==> src/rtl/knn_feeder.sv <==
// ---------------------------------------------------------------------------
// knn_feeder
// Feeds candidate points into a downstream bounded "k smallest distances"
// queue.  For every candidate it computes the squared Euclidean distance to a
// latched query point, then either enqueues it directly (queue not full),
// evicts the current largest entry and enqueues it (queue full and candidate
// strictly closer), or drops it.  One candidate is processed at a time.
//
// Ports
//   clk_in, rst_in          : clock, asynchronous active-low reset
//   start_in                : begin a search, latches query_x_in/query_y_in
//   query_x_in, query_y_in  : query point coordinates
//   pt_valid_in/pt_ready_out: candidate handshake; pt_data_in = {x, y}
//   pt_last_in              : marks the final candidate of a search
//   q_full_in, q_max_tag_in : downstream queue full flag and largest tag
//   q_valid_in              : downstream dequeue completed
//   q_deq_stall_in          : downstream still recomputing its maximum
//   q_enq_out (+data, tag)  : enqueue command
//   q_deq_largest_out       : evict-largest command
//   busy_out, done_out      : search active / one-cycle completion pulse
//   enq_count_out, drop_count_out : per-search statistics (wrap on overflow)
// ---------------------------------------------------------------------------
module knn_feeder #(
   parameter int COORD_WIDTH = 16,
   parameter int DATA_WIDTH  = 32,
   parameter int TAG_WIDTH   = 32,
   parameter int CNT_WIDTH   = 16
) (
   input  logic                   clk_in,
   input  logic                   rst_in,
   input  logic                   start_in,
   input  logic [COORD_WIDTH-1:0] query_x_in,
   input  logic [COORD_WIDTH-1:0] query_y_in,
   input  logic                   pt_valid_in,
   input  logic [DATA_WIDTH-1:0]  pt_data_in,
   input  logic                   pt_last_in,
   output logic                   pt_ready_out,
   input  logic                   q_full_in,
   input  logic [TAG_WIDTH-1:0]   q_max_tag_in,
   input  logic                   q_valid_in,
   input  logic                   q_deq_stall_in,
   output logic                   q_enq_out,
   output logic [DATA_WIDTH-1:0]  q_enq_data_out,
   output logic [TAG_WIDTH-1:0]   q_enq_tag_out,
   output logic                   q_deq_largest_out,
   output logic                   busy_out,
   output logic                   done_out,
   output logic [CNT_WIDTH-1:0]   enq_count_out,
   output logic [CNT_WIDTH-1:0]   drop_count_out
);

   // Sum of two squares needs one bit more than a single square.
   localparam int SUM_W = 2*COORD_WIDTH + 1;
   localparam int EXT_W = (SUM_W > TAG_WIDTH) ? SUM_W : TAG_WIDTH;

   typedef enum logic [3:0] {
      IDLE,
      ACCEPT,
      DIST1,
      DIST2,
      DECIDE,
      EVICT,
      WAIT_DEQ,
      WAIT_REC,
      ENQ,
      SETTLE,
      DONE
   } stateT;

   stateT                  state_q,  state_d;
   logic [COORD_WIDTH-1:0] queryX_q, queryX_d;
   logic [COORD_WIDTH-1:0] queryY_q, queryY_d;
   logic [DATA_WIDTH-1:0]  point_q,  point_d;
   logic                   last_q,   last_d;
   logic [COORD_WIDTH-1:0] dx_q,     dx_d;
   logic [COORD_WIDTH-1:0] dy_q,     dy_d;
   logic [TAG_WIDTH-1:0]   tag_q,    tag_d;
   logic [CNT_WIDTH-1:0]   enqCnt_q, enqCnt_d;
   logic [CNT_WIDTH-1:0]   dropCnt_q, dropCnt_d;
   logic                   settle_q, settle_d;

   logic [COORD_WIDTH-1:0] pointX;
   logic [COORD_WIDTH-1:0] pointY;
   logic [SUM_W-1:0]       sumFull;
   logic [EXT_W-1:0]       sumExt;
   logic                   sumOverflow;
   logic [TAG_WIDTH-1:0]   tagSat;

   assign pointX = point_q[COORD_WIDTH +: COORD_WIDTH];
   assign pointY = point_q[0 +: COORD_WIDTH];

   // Squares are computed at full precision; anything that does not fit in
   // the tag width saturates so very distant points still order correctly.
   assign sumFull     = SUM_W'(dx_q) * SUM_W'(dx_q) + SUM_W'(dy_q) * SUM_W'(dy_q);
   assign sumExt      = EXT_W'(sumFull);
   assign sumOverflow = |(sumExt >> TAG_WIDTH);
   assign tagSat      = sumOverflow ? {TAG_WIDTH{1'b1}} : sumExt[TAG_WIDTH-1:0];

   // The stored point and tag are presented continuously; they only change at
   // a handshake or in DIST2, so they are stable from DECIDE through ENQ.
   assign q_enq_data_out = point_q;
   assign q_enq_tag_out  = tag_q;
   assign enq_count_out  = enqCnt_q;
   assign drop_count_out = dropCnt_q;

   // State register.
   always_ff @(posedge clk_in or negedge rst_in) begin
      if (!rst_in) begin
         state_q <= IDLE;
      end else begin
         state_q <= state_d;
      end
   end

   // Datapath registers; all cleared by reset so outputs read zero.
   always_ff @(posedge clk_in or negedge rst_in) begin
      if (!rst_in) begin
         queryX_q  <= '0;
         queryY_q  <= '0;
         point_q   <= '0;
         last_q    <= 1'b0;
         dx_q      <= '0;
         dy_q      <= '0;
         tag_q     <= '0;
         enqCnt_q  <= '0;
         dropCnt_q <= '0;
         settle_q  <= 1'b0;
      end else begin
         queryX_q  <= queryX_d;
         queryY_q  <= queryY_d;
         point_q   <= point_d;
         last_q    <= last_d;
         dx_q      <= dx_d;
         dy_q      <= dy_d;
         tag_q     <= tag_d;
         enqCnt_q  <= enqCnt_d;
         dropCnt_q <= dropCnt_d;
         settle_q  <= settle_d;
      end
   end

   // Next-state and output decode.  Commands are pure functions of the state,
   // so each command state yields exactly a one-cycle pulse.
   always_comb begin
      state_d           = state_q;
      queryX_d          = queryX_q;
      queryY_d          = queryY_q;
      point_d           = point_q;
      last_d            = last_q;
      dx_d              = dx_q;
      dy_d              = dy_q;
      tag_d             = tag_q;
      enqCnt_d          = enqCnt_q;
      dropCnt_d         = dropCnt_q;
      settle_d          = settle_q;
      pt_ready_out      = 1'b0;
      q_enq_out         = 1'b0;
      q_deq_largest_out = 1'b0;
      done_out          = 1'b0;
      busy_out          = (state_q != IDLE);

      case (state_q)
         IDLE: begin
            if (start_in) begin
               queryX_d  = query_x_in;
               queryY_d  = query_y_in;
               enqCnt_d  = '0;
               dropCnt_d = '0;
               state_d   = ACCEPT;
            end
         end
         ACCEPT: begin
            pt_ready_out = 1'b1;
            if (pt_valid_in) begin
               point_d = pt_data_in;
               last_d  = pt_last_in;
               state_d = DIST1;
            end
         end
         DIST1: begin
            dx_d    = (pointX >= queryX_q) ? (pointX - queryX_q) : (queryX_q - pointX);
            dy_d    = (pointY >= queryY_q) ? (pointY - queryY_q) : (queryY_q - pointY);
            state_d = DIST2;
         end
         DIST2: begin
            tag_d   = tagSat;
            state_d = DECIDE;
         end
         DECIDE: begin
            if (!q_full_in) begin
               state_d = ENQ;
            end else if (tag_q < q_max_tag_in) begin
               state_d = EVICT;
            end else begin
               dropCnt_d = dropCnt_q + CNT_WIDTH'(1);
               state_d   = last_q ? DONE : ACCEPT;
            end
         end
         EVICT: begin
            q_deq_largest_out = 1'b1;
            state_d           = WAIT_DEQ;
         end
         WAIT_DEQ: begin
            if (q_valid_in) begin
               state_d = WAIT_REC;
            end
         end
         WAIT_REC: begin
            if (!q_deq_stall_in) begin
               state_d = ENQ;
            end
         end
         ENQ: begin
            q_enq_out = 1'b1;
            enqCnt_d  = enqCnt_q + CNT_WIDTH'(1);
            settle_d  = 1'b0;
            state_d   = SETTLE;
         end
         SETTLE: begin
            // Two cycles so the queue's registered full/max reflect this entry.
            if (settle_q) begin
               state_d = last_q ? DONE : ACCEPT;
            end else begin
               settle_d = 1'b1;
            end
         end
         DONE: begin
            done_out = 1'b1;
            state_d  = IDLE;
         end
         default: begin
            state_d = IDLE;
         end
      endcase
   end

endmodule

==> config.mk <==
export PLATFORM = sky130hd
export DESIGN_NAME = knn_feeder
export DESIGN_NICKNAME = d
export VERILOG_FILES = /design/src/rtl/knn_feeder.sv
export SDC_FILE = /design/constraint.sdc
export NUM_CORES = 1
export LEC_CHECK = 0
export ABC_AREA = 1
export CORE_MARGIN = 2
export CORE_UTILIZATION = 55
export DETAILED_ROUTE_END_ITERATION = 10
export HOLD_SLACK_MARGIN = 0.02
export PLACE_DENSITY = 0.83
export SLEW_MARGIN = 5
export SYNTH_ARGS = -nofsm -noshare
export SYNTH_HDL_FRONTEND = slang
export SYNTH_SLANG_ARGS = --single-unit
==> constraint.sdc <==
create_clock -name clk_in -period 12.3 [get_ports clk_in]
set_clock_uncertainty 0.15 [all_clocks]
set_input_delay 2.46 -clock clk_in [delete_from_list [all_inputs] [get_ports clk_in]]
set_output_delay 2.46 -clock clk_in [all_outputs]
set_load 0.03 [all_outputs]
==> impl_metrics.env <==
export IMPL_status="completed"
export IMPL_fmax_mhz=134.1
export IMPL_syn_cell_area_um2=27140
export IMPL_cts_resized=0
export IMPL_r2r_slack_ns=4.84
export IMPL_ys_ff_latch=166
export IMPL_min_path_type="reg -> reg"
export IMPL_cp_max_fo=18
export IMPL_ys_types=56
export IMPL_slew_viol_final=0
export IMPL_min_period_ns=7.458
export IMPL_grt_pass1_vias=22640
export IMPL_synth_xor_area_frac=0.02932
export IMPL_core_um2=48850
export IMPL_drt_total_wl_mm=65.02
export IMPL_grt_pass1_wl_mm=109.0
export IMPL_drtIter0Drc=1394
export IMPL_grt_overflow=0
export IMPL_synth_compound_area_frac=0.07514
export IMPL_tightest_slew_ns=0.9933
export IMPL_timing_rr_start="dx_q[9]"
export IMPL_cts_hold_buffers=0
export IMPL_vias_per_cell=5.191
export IMPL_fin_nets=4335
export IMPL_synthSimpleGateAreaFrac=0.1750
export IMPL_cts_tree="yes"
export IMPL_cts_max_level=4
export IMPL_syn_num_nets=4229
export IMPL_hpwl_mm=54.52
export IMPL_min_to="enq_count_out[15]"
export IMPL_initial_core_util=0.5556
export IMPL_postCtsSetupBuffers=0
export IMPL_vias=21940
export IMPL_ant_nets=0
export IMPL_fin_crit_sh=0.6063
export IMPL_grt_max_degree=71
export IMPL_routedWlPerCell_um=15.38
export IMPL_gp_congestion=0.9496
export IMPL_grt_usage=0.2680
export IMPL_die_w_um=226.1
export IMPL_holdWs_ns=0.3282
export IMPL_crit_arrival_ns=7.65
export IMPL_synth_mux_area_frac=0.001982
export IMPL_crit_path_end_kind="register"
export IMPL_hold_depth=1
export IMPL_antenna_cells=0
export IMPL_r2r_end="q_enq_tag_out[18]"
export IMPL_syn2layout_area_growth_pct=10.75
export IMPL_die_h_um=226.1
export IMPL_synth_cells=3443
export IMPL_synthArstFlopShare=1.000
export IMPL_synth_edf_count=0
export IMPL_rr_worst_depth=25
export IMPL_layout_drive_gt1_share=0.03790
export IMPL_rsz0062_at_grt="false"
export IMPL_clk_pin_slew_worst_paths_ns=0.07
export IMPL_cts_sinks=166
export IMPL_synth_top_family_by_area="adder cells"
export IMPL_maxSlewHeadroom=0.3363
export IMPL_synth_main_ff_cell="dfrtp_1"
export IMPL_clkLatencyLatePin_ns=0.46
export IMPL_port_buffers=204
export IMPL_worstPathRequired_ns=12.50
export IMPL_worstHoldStart="enq_count_out[15]"
export IMPL_cts_buffer_depth=2
export IMPL_hold_viol_final=0
export IMPL_io_pins=205
export IMPL_drc=0
export IMPL_tns_ns=0
export IMPL_synth_seq_area_share=0.1530
export IMPL_row_count=81
export IMPL_dieArea_um2=51140
export IMPL_drv_cap=0
export IMPL_start_kind="register"
export IMPL_crit_type="reg -> reg"
export IMPL_synthAdderAreaFrac=0.4211
export IMPL_setup_viol=0
export IMPL_clock_root_buffer="clkbuf_16"
export IMPL_cts_buffers=17
export IMPL_synth_avg_cell_area_um2=7.883
export IMPL_first_pass_iters=8
export IMPL_antenna_found_initial=0
export IMPL_yosysWarnings=0
==> synth_stat cells, drive strengths merged (15+ instances only) <==
library cell / instances / area share
nand3: 91 / 0.020
inv: 883 / 0.12
xor2: 70 / 0.023
buf: 35 / 0.0093
ha: 296 / 0.14
o21ai: 147 / 0.027
nand2: 720 / 0.10
fa: 386 / 0.28
nor2: 243 / 0.037
clkbuf: 88 / 0.013
nand4: 20 / 0.0048
nor3: 22 / 0.0053
a31oi: 20 / 0.0046
xnor2: 20 / 0.0065
dfrtp: 166 / 0.15
o21bai: 15 / 0.0041
a21oi: 145 / 0.027
==> placed cells by master (no fill, tap or decap), types with 69 or more instances in the layout <==
| master | netlist | layout |
|---|---|---|
| fa_1 | 386 | 386 |
| nand2_1 | 704 | 703 |
| a21oi_1 | 141 | 141 |
| inv_1 | 877 | 877 |
| dfrtp_1 | 166 | 166 |
| xor2_1 | 69 | 69 |
| clkdlybuf4s50_1 | 0 | 203 |
| ha_1 | 296 | 296 |
| o21ai_0 | 137 | 137 |
| nand3_1 | 82 | 82 |
| nor2_1 | 213 | 210 |
==> stage by stage <==
stage / std cells / worst slack [ns] / utilization / area, µm²
2_1_floorplan: 3443 / 5.394 / - / 27140
3_3_place_gp: 4194 / 5.132 / 0.6037 / 29490
3_5_place_dp: 4194 / 4.951 / 0.6037 / 29490
4_1_cts: 4226 / 4.886 / 0.6153 / 30060
5_1_grt: 4226 / 4.513 / 0.6153 / 30060
6_report: 4226 / 4.842 / 0.6153 / 30060
==> worst max-delay path, stage by stage, from the launching register on <==
cell	delay [ns]
dfrtp_1	0.83
nand2_1	0.23
fa_1	0.52
fa_1	0.52
inv_1	0.06
fa_1	0.52
inv_1	0.06
fa_1	0.53
inv_1	0.06
fa_1	0.48
fa_1	0.51
fa_1	0.53
inv_1	0.07
fa_1	0.55
inv_1	0.06
ha_1	0.35
a21oi_1	0.21
o21ai_0	0.15
nand2_1	0.10
nand3_2	0.14
nand2_4	0.11
nand2_2	0.06
nand2_2	0.10
nand3_4	0.19
nor2_2	0.20
nor2_2	0.05
==> how the worst max path moves through the flow <==
| stage | from | endpoint | cells past startpoint |
|---|---|---|---|
| 2_1_floorplan | dx_q[4] | q_enq_tag_out[19] | 28 |
| 3_5_place_dp | dx_q[4] | q_enq_tag_out[18] | 25 |
| 3_3_place_gp | dx_q[4] | q_enq_tag_out[16] | 25 |
| 6_report | dx_q[9] | q_enq_tag_out[18] | 25 |
| 4_1_cts | dx_q[4] | q_enq_tag_out[18] | 25 |
| 5_1_grt | dy_q[8] | q_enq_tag_out[12] | 25 |
==> metal layers <==
metal	share of wire	GRT usage	vias to the layer above
met5	0	0	-
li1	-	-	10480
met4	0.040	0.1053	0
met2	0.50	0.4590	694
met3	0.055	0.03838	140
met1	0.41	0.3436	10620
==> cells by family after synthesis <==
kind of cell             after synthesis
AO/OA/AOI/OAI                        369
buffers and inverters               1007
flip-flops                           166
XOR/XNOR                              90
adder cells (fa/ha/maj)              682
multiplexers                           5
AND/OR/NAND/NOR                     1124
==> state kept, by name (all words and copies together), names as in the netlist <==
signal	flops
q_enq_tag_out	32
state_q	4
enq_count_out	16
drop_count_out	16
dy_q	16
dx_q	16
last_q	1
queryX_q	16
q_enq_data_out	32
settle_q	1
queryY_q	16
==> final cells by class <==
cell class / count / area, µm²
Multi-Input combinational cell: 2270 / 19100
Clock buffer: 20 / 446.7
Sequential cell: 166 / 4154
Tap cell: 664 / 830.8
Inverter: 884 / 3323
Clock inverter: 12 / 120.1
Timing Repair Buffer: 210 / 2088
Fill cell: 4225 / 18790
Power is not shown: default switching activity piles up to over one toggle a cycle in this logic, so the estimate is an artifact.
